<file path="config.mk">
export PLATFORM = sky130hd
export DESIGN_NAME = pisca_multi_flat
export DESIGN_NICKNAME = d
export VERILOG_FILES = /design/src/rtl/pisca_multi_if.sv /design/src/rtl/pisca_multi.sv /design/src/flat_wrapper.sv
export SDC_FILE = /design/constraint.sdc
export NUM_CORES = 1
export LEC_CHECK = 0
export ABC_CLOCK_PERIOD_IN_PS = 4600
export CAP_MARGIN = 5
export CELL_PAD_IN_SITES_DETAIL_PLACEMENT = 0
export CELL_PAD_IN_SITES_GLOBAL_PLACEMENT = 1
export CORE_MARGIN = 2
export CORE_UTILIZATION = 40
export DETAILED_ROUTE_END_ITERATION = 10
export GPL_TIMING_DRIVEN = 0
export HOLD_SLACK_MARGIN = 0.08
export PLACE_DENSITY = 0.67
export SETUP_SLACK_MARGIN = 0.05
export SLEW_MARGIN = 15
export SYNTH_ARGS = -nofsm -noshare
export SYNTH_HDL_FRONTEND = slang
export SYNTH_SLANG_ARGS = --single-unit
</file>
<file path="constraint.sdc">
create_clock -name clk_i -period 4.6 [get_ports clk_i]
set_clock_uncertainty 0.05 [all_clocks]
set_input_delay 1.15 -clock clk_i [delete_from_list [all_inputs] [get_ports clk_i]]
set_output_delay 1.15 -clock clk_i [all_outputs]
set_load 0.02 [all_outputs]
</file>
<file path="src/rtl/pisca_multi_if.sv">
// Barrier/LED bundle for pisca_multi: barrier, mode and clear inputs, LED and busy outputs.
interface pisca_multi_if #(
  parameter int CHANNELS = 4
);
  logic [CHANNELS-1:0] barreira_i;
  logic [CHANNELS-1:0] mode_i;
  logic [CHANNELS-1:0] clr_i;
  logic [CHANNELS-1:0] led_o;
  logic [CHANNELS-1:0] busy_o;

  modport master (
    output barreira_i, mode_i, clr_i,
    input  led_o, busy_o
  );

  modport slave (
    input  barreira_i, mode_i, clr_i,
    output led_o, busy_o
  );
endinterface

</file>
<file path="src/rtl/pisca_multi.sv">
// Multi-channel LED blinker. A rising edge on a barrier input starts a counted burst
// or continuous blinking on that channel; each ON and OFF phase lasts HALF_PERIOD cycles.
//
//   state  | meaning
//   IDLE   | LED off, waiting for a barrier rising edge
//   ON     | LED lit, phase counter running
//   OFF    | LED dark, phase counter running; timeout decides ON or IDLE
module pisca_multi #(
  parameter int CHANNELS    = 4,
  parameter int HALF_PERIOD = 25_000_000,
  parameter int BLINKS      = 3
) (
  input  logic           clk_i,
  input  logic           rst_n_i,
  pisca_multi_if.slave   bus
);
  localparam int CW = (HALF_PERIOD > 1) ? $clog2(HALF_PERIOD) : 1;
  localparam int BW = $clog2(BLINKS + 1);

  typedef enum logic [1:0] {
    S_IDLE = 2'd0,
    S_ON   = 2'd1,
    S_OFF  = 2'd2
  } state_t;

  logic [CHANNELS-1:0] led_vec;
  logic [CHANNELS-1:0] busy_vec;

  for (genvar g = 0; g < CHANNELS; g++) begin : g_ch
    state_t          state_q, state_d;
    logic [CW-1:0]   cnt_q, cnt_d;
    logic [BW-1:0]   left_q, left_d;
    logic            prev_q;
    logic            led_q, busy_q;
    logic            trig;
    logic            tmo;

    assign trig = bus.barreira_i[g] & ~prev_q;
    assign tmo  = (cnt_q == CW'(HALF_PERIOD - 1));

    // Next-state decode: clear beats trigger, trigger beats phase timeout.
    always_comb begin
      state_d = state_q;
      cnt_d   = cnt_q;
      left_d  = left_q;
      if (bus.clr_i[g]) begin
        state_d = S_IDLE;
        cnt_d   = '0;
        left_d  = '0;
      end else begin
        case (state_q)
          S_IDLE: begin
            if (trig) begin
              state_d = S_ON;
              cnt_d   = '0;
              left_d  = BW'(BLINKS);
            end
          end
          S_ON: begin
            if (trig) left_d = BW'(BLINKS);
            if (tmo) begin
              state_d = S_OFF;
              cnt_d   = '0;
            end else begin
              cnt_d = cnt_q + CW'(1);
            end
          end
          S_OFF: begin
            if (trig) left_d = BW'(BLINKS);
            if (tmo) begin
              cnt_d = '0;
              if (trig || bus.mode_i[g]) begin
                state_d = S_ON;
              end else if (left_q == BW'(1)) begin
                state_d = S_IDLE;
                left_d  = '0;
              end else begin
                state_d = S_ON;
                left_d  = left_q - BW'(1);
              end
            end else begin
              cnt_d = cnt_q + CW'(1);
            end
          end
          default: begin
            state_d = S_IDLE;
            cnt_d   = '0;
            left_d  = '0;
          end
        endcase
      end
    end

    // State and output registers; prev tracks the barrier even in reset so a
    // barrier already high at release is not seen as an edge.
    always_ff @(posedge clk_i) begin
      prev_q <= bus.barreira_i[g];
      if (!rst_n_i) begin
        state_q <= S_IDLE;
        cnt_q   <= '0;
        left_q  <= '0;
        led_q   <= 1'b0;
        busy_q  <= 1'b0;
      end else begin
        state_q <= state_d;
        cnt_q   <= cnt_d;
        left_q  <= left_d;
        led_q   <= (state_d == S_ON);
        busy_q  <= (state_d != S_IDLE);
      end
    end

    assign led_vec[g]  = led_q;
    assign busy_vec[g] = busy_q;
  end

  assign bus.led_o  = led_vec;
  assign bus.busy_o = busy_vec;
endmodule

</file>
<file path="src/flat_wrapper.sv">
// flat-port wrapper written by rule: the top's interface ports become plain ports
module pisca_multi_flat 
#(
  parameter int CHANNELS    = 4,
  parameter int HALF_PERIOD = 25_000_000,
  parameter int BLINKS      = 3
)
  (clk_i, rst_n_i, bus_barreira_i, bus_mode_i, bus_clr_i, bus_led_o, bus_busy_o);
  pisca_multi_if #(.CHANNELS(CHANNELS)) bus_i ();
  input  logic clk_i;
  input  logic rst_n_i;
  input wire logic [$bits(bus_i.barreira_i)-1:0] bus_barreira_i;
  input wire logic [$bits(bus_i.mode_i)-1:0] bus_mode_i;
  input wire logic [$bits(bus_i.clr_i)-1:0] bus_clr_i;
  output wire logic [$bits(bus_i.led_o)-1:0] bus_led_o;
  output wire logic [$bits(bus_i.busy_o)-1:0] bus_busy_o;
  assign bus_i.barreira_i = bus_barreira_i;
  assign bus_i.mode_i = bus_mode_i;
  assign bus_i.clr_i = bus_clr_i;
  assign bus_led_o = bus_i.led_o;
  assign bus_busy_o = bus_i.busy_o;
  pisca_multi #(.CHANNELS(CHANNELS), .HALF_PERIOD(HALF_PERIOD), .BLINKS(BLINKS)) u_core (.clk_i(clk_i), .rst_n_i(rst_n_i), .bus(bus_i));
endmodule
</file>
Word-level counts from Yosys, hierarchy flattened
Cells that the tools add are included.
{"block": "totals", "register_bits": 128, "in_bits": 14, "output_inout_bits": 8, "elab_cells": 149}
{"block": "classes", "add_sub_neg": 8, "eq_ne": 24, "muxes": 60, "bitwise": 9, "n_reduce_logical": 24}
{"cell": "$mux W25", "count": 8}
{"cell": "$pmux W25 S2", "count": 4}
{"cell": "$add A25 B1 Y25 const B", "count": 4}
{"cell": "$eq A25 B25 Y1 const B", "count": 4}
{"cell": "$mux W2", "count": 36}
{"cell": "$eq A2 B1 Y1 const B", "count": 12}
{"cell": "$pmux W2 S3", "count": 4}
{"cell": "$reduce_or A2 Y1", "count": 12}
{"cell": "$pmux W2 S2", "count": 4}
{"cell": "$eq A2 B2 Y1 const B", "count": 4}
{"cell": "$logic_not A2 Y1", "count": 4}
{"cell": "$ne A2 B1 Y1 const B", "count": 4}
{"cell": "$reduce_bool A2 Y1", "count": 4}
{"cell": "$sub A2 B1 Y2 const B", "count": 4}
{"cell": "$not A1 Y1", "count": 5}
{"cell": "$and A1 B1 Y1", "count": 4}
{"cell": "$logic_or A1 B1 Y1", "count": 4}
{"cell": "$mux W1", "count": 4}

Longest topological paths before layout
Gate-level depths: netlist of run 1.
{"block": "depth", "ltp_word": 8, "ltp_mapped": 8, "mapped_depth_nobuf": 7}

Worst setup path before layout of run 1
No wires, ideal clock.
{"block": "synth_path", "path_type": "input-to-reg", "start": "input port bus_barreira_i[2]", "end": "register u_core.g_ch[2].cnt_q[12]", "setup_ns": 0.074, "t_arrival_ns": 2.645, "required_ns": 4.476, "setup_slack_ns": 1.831, "stages": 6, "n_path_buf": 1, "cell_sequence": "nor2b_1 clkbuf_1 o2111ai_1 or2_2 or4_1 a31oi_1"}
{"block": "synth_via", "elab_chain_len": 2}
{"element": "start, declared", "line_no": "flat_wrapper.sv:12", "rtl": "input wire logic [$bits(bus_i.barreira_i)-1:0] bus_barreira_i;"}
{"element": "$and A1 B1 Y1", "line_no": "pisca_multi.sv:38", "rtl": "assign trig = bus.barreira_i[g] & ~prev_q;"}
{"element": "$ne A2 B1 Y1 (no source line)"}
{"element": "end signal, assigned", "line_no": "pisca_multi.sv:106", "rtl": "cnt_q <= cnt_d;"}
{"element": "end, declared", "line_no": "pisca_multi.sv:31", "rtl": "logic [CW-1:0] cnt_q, cnt_d;"}
No other way between the ends.
A chain may end at the register's enable or synchronous reset.

Worst setup path after layout of run 1
{"block": "layout_path", "start": "input port bus_barreira_i[2]", "end": "register u_core.g_ch[2].cnt_q[16]"}
Same word-level chain as after synthesis.

==> impl_metrics.py, run 1 <==
metrics = {
    "outcome": {
        "outcome": "complete, no violations",
    },
    "critical_path": {
        "cp_max_fo": 8,
        "r2r_start": "u_core.g_ch[1].cnt_q[0]",
        "crit_path_start": "bus_barreira_i[2]",
        "end_kind": "flop",
        "rr_worst_depth": 7,
        "critPathRequiredTime_ns": 4.89,
        "crit_type": "in2reg",
        "start_kind": "input pin",
        "crit_arrival_ns": 3.52,
    },
    "cells_and_area": {
        "syn2layout_area_growth_pct": 16.1,
        "finish.utilization_pct": 46.9,
        "fillers": 1635,
        "nNetsFinal": 878,
        "diodes": 0,
        "final-seq-area_um2": 2560,
        "drive_gt1_share_pct": 7.39,
        "multi_input_area_um2": 3760,
    },
    "global_routing": {
        "grt_max_degree": 17,
        "overflow": 0,
        "grt_pass1_vias": 5615,
        "track_usage_pct": 18.1,
        "antenna_found_initial": 0,
        "grt_pass1_wl_um": 26400,
    },
    "yosys": {
        "synthSimpleGateAreaFrac_pct": 29.1,
        "synth_compound_gate_area_share_pct": 13.5,
        "yosys_most_used_dff": "dfxtp_1",
        "ys_ff_latch": 128,
        "synth.area.mux_share_pct": 0.302,
        "yosys_warnings": 0,
        "synthesis.area_um2": 6620,
        "ys_seq_area_share_pct": 38.7,
        "synth_area_leader_cell": "dfxtp_1",
        "synth_adder_area_share_pct": 4.53,
        "synth_top_family_by_area": "simple AND/OR/NAND/NOR gates",
        "yosysTopAreaCellShare_pct": 38.7,
        "synthArstFlopShare_pct": 0,
        "synth.distinct_cells": 65,
        "synthXorXnorAreaFrac_pct": 9.39,
        "synthTopCellsByArea": "dfxtp_1, nor2_1, xor2_1",
        "syn_inst": 801,
        "synth-edff-count": 0,
        "synth_fp_nets": 839,
        "syn_avg_cell_area_um2": 8.27,
    },
    "clock_network": {
        "cts_buffers": 17,
        "ctsRootBufferMaster": "clkbuf_16",
        "clk_latency_ns": 0.42,
        "cts_max_level": 4,
        "cts_resized": 0,
        "cts_sinks": 128,
        "cts_tree": "built",
        "cts_buffer_depth": 2,
        "cts_setup_buffers": 0,
        "clk_pin_slew_ns": 0.06,
        "cts_hold_buf": 0,
    },
    "worst_hold_path": {
        "holdCritPathClass": "reg2reg",
        "min_path_cells": 2,
        "min_from": "u_core.g_ch[1].cnt_q[1]",
    },
    "timing": {
        "finalCriticalPeriod_ns": 3.23,
        "setup_viol": 0,
        "fin_crit_sh_pct": 70.2,
        "rsz0062_at_grt": "no",
        "slew_viol_final": 0,
        "max_freq_mhz": 310,
        "fin_hold_ws_ns": 0.421,
        "setup_tns_ns": 0,
        "slew-limit-headroom_pct": 33.6,
        "tightest_slew_ns": 0.971,
        "setup_ws_ns": 1.37,
        "hold_viol": 0,
    },
    "run": {
        "cap_violations": 0,
    },
    "routing": {
        "wirelength_um": 15300,
        "avgRoutedWirePerCell_um": 14.3,
        "drt_iter0_drc": 317,
        "viasPerCell": 5.42,
        "dr.pass1.iters": 5,
        "antenna_left": 0,
        "dr_total_vias": 5813,
        "route.detailed.drc": 0,
    },
    "floorplanning": {
        "start_util_pct": 40.4,
        "die_h_um": 133,
        "core_area_um2": 16400,
        "rows": 47,
        "fp.dieArea_um2": 17600,
        "die_x_um": 133,
        "ioPinCount": 22,
    },
    "power": {
        "ir_drop_mv": 0.279,
        "power_density_nw_per_um2": 333,
        "p_leak_nw": 2.52,
    },
    "placement": {
        "dp_hpwl_um": 11000,
        "place_ws_ns": 0.965,
        "place.gp.congestion": 0.834,
        "io_buffers": 20,
    },
}
## path summary, 6_finish.rpt
kind | endpoint | slack, ns
min | u_core.g_ch[1].cnt_q[1] | 0.42
min reg2reg | u_core.g_ch[1].cnt_q[1] | 0.42
max reg2reg | u_core.g_ch[1].cnt_q[3] | 1.77
max | u_core.g_ch[2].cnt_q[16] | 1.37
## placed cells by master (no fill, tap or decap), types with 10 or more instances in the layout
cell             synthesis  final
dfxtp_1                128    128
o21ai_0                 30     30
ha_1                    24     24
a21oi_1                 36     36
xnor2_1                 34     34
nor2b_1                 10     10
and3_1                  17     17
nand4_1                 33     33
nor2_1                 100    100
nand3_1                 37     37
clkbuf_1                18     18
inv_1                   35     35
clkdlybuf4s50_1          0     20
buf_4                   10     10
clkbuf_16                0     17
nor3_1                  17     17
a31oi_1                 17     17
nand2_1                 68     68
nor4_1                  18     18
xor2_1                  37     37
## through the flow
| step | area [um2] | total power, mW | std cells |
|---|---|---|---|
| 6_report | 7690 | 2.56 | 1073 |
| 5_1_grt | 7690 | 2.65 | 1073 |
| 4_1_cts | 7690 | 2.59 | 1073 |
| 3_5_place_dp | 7100 | 1.26 | 1041 |
| 3_3_place_gp | 7100 | 1.25 | 1041 |
| 2_1_floorplan | 6620 | 1.22 | 801 |
## logic make-up after synthesis
kind of cell / count (synthesis)
AND/OR/NAND/NOR: 369
AO/OA/AOI/OAI: 139
flip-flops: 128
XOR/XNOR: 71
buffers and inverters: 68
adder cells (fa/ha/maj): 24
multiplexers: 2
## cell type report
| type | count | area share, % |
|---|---|---|
| Sequential cell | 128 | 33.3 |
| Buffer | 33 | 2.23 |
| Tap cell | 220 | 3.58 |
| Multi-Input combinational cell | 605 | 48.9 |
| Inverter | 35 | 1.71 |
| Timing Repair Buffer | 20 | 2.60 |
| Clock buffer | 23 | 6.61 |
| Clock inverter | 9 | 1.04 |
## routing by layer
metal / GRT usage, % / share of wire, % / vias up
met5: 0 / 0 / -
met1: 23.4 / 48 / 2772
met4: 6.51 / 1.4 / 0
met2: 30.1 / 48 / 90
met3: 3.72 / 2.5 / 17
li1: - / - / 2934
## power by group
group	internal, mW	switching, mW
Combinational	0.0421	0.0671
Clock	0.825	0.501
Sequential	1.12	0.00516
Total	1.98	0.574
## cells in the mapped netlist (6+ instances only)
master / count
a211oi_1: 9
a21o_1: 6
a21oi_1: 36
a31oi_1: 17
and2_1: 9
and3_1: 17
and4_1: 8
buf_4: 10
clkbuf_1: 18
dfxtp_1: 128
ha_1: 24
inv_1: 35
nand2_1: 68
nand2b_1: 6
nand3_1: 37
nand4_1: 33
nor2_1: 100
nor2b_1: 10
nor3_1: 17
nor4_1: 18
nor4b_1: 8
o21ai_0: 30
or3_1: 8
or4_1: 7
xnor2_1: 34
xor2_1: 37
## registers in the layout, indices dropped and copies added, names as in the netlist
name,count
u_core.g_ch.left_q,8
u_core.g_ch.cnt_q,100
u_core.g_ch.state_q,8
u_core.g_ch.busy_q,4
u_core.g_ch.prev_q,4
u_core.g_ch.led_q,4
## critical path, stage by stage
cell and delay (ns):
clkdlybuf4s50_1 0.47, nor2b_1 0.13, clkbuf_1 0.31, o2111ai_1 0.35, or2_2 0.45, or4_1 0.50
a31oi_1 0.17
Power figures use the tool's default switching activity.
==> run 2, diff against run 1 <==
Settings changed: ABC_CLOCK_PERIOD_IN_PS 4600 to 3100.
Clock period 4.6 ns to 3.1 ns, I/O delays scaled along.
==> results of run 2 <==
The final DEF is identical to that of run 1. Status: complete, no violations.
Main changes from that run: setup slack after placement 0.965 ns -> -0.160 ns; setup slack after layout 1.37 ns -> 0.245 ns; register-to-register setup slack 1.77 ns -> 0.27 ns; total power 2.56 mW -> 3.80 mW; worst IR drop on VDD 0.279 mV -> 0.413 mV
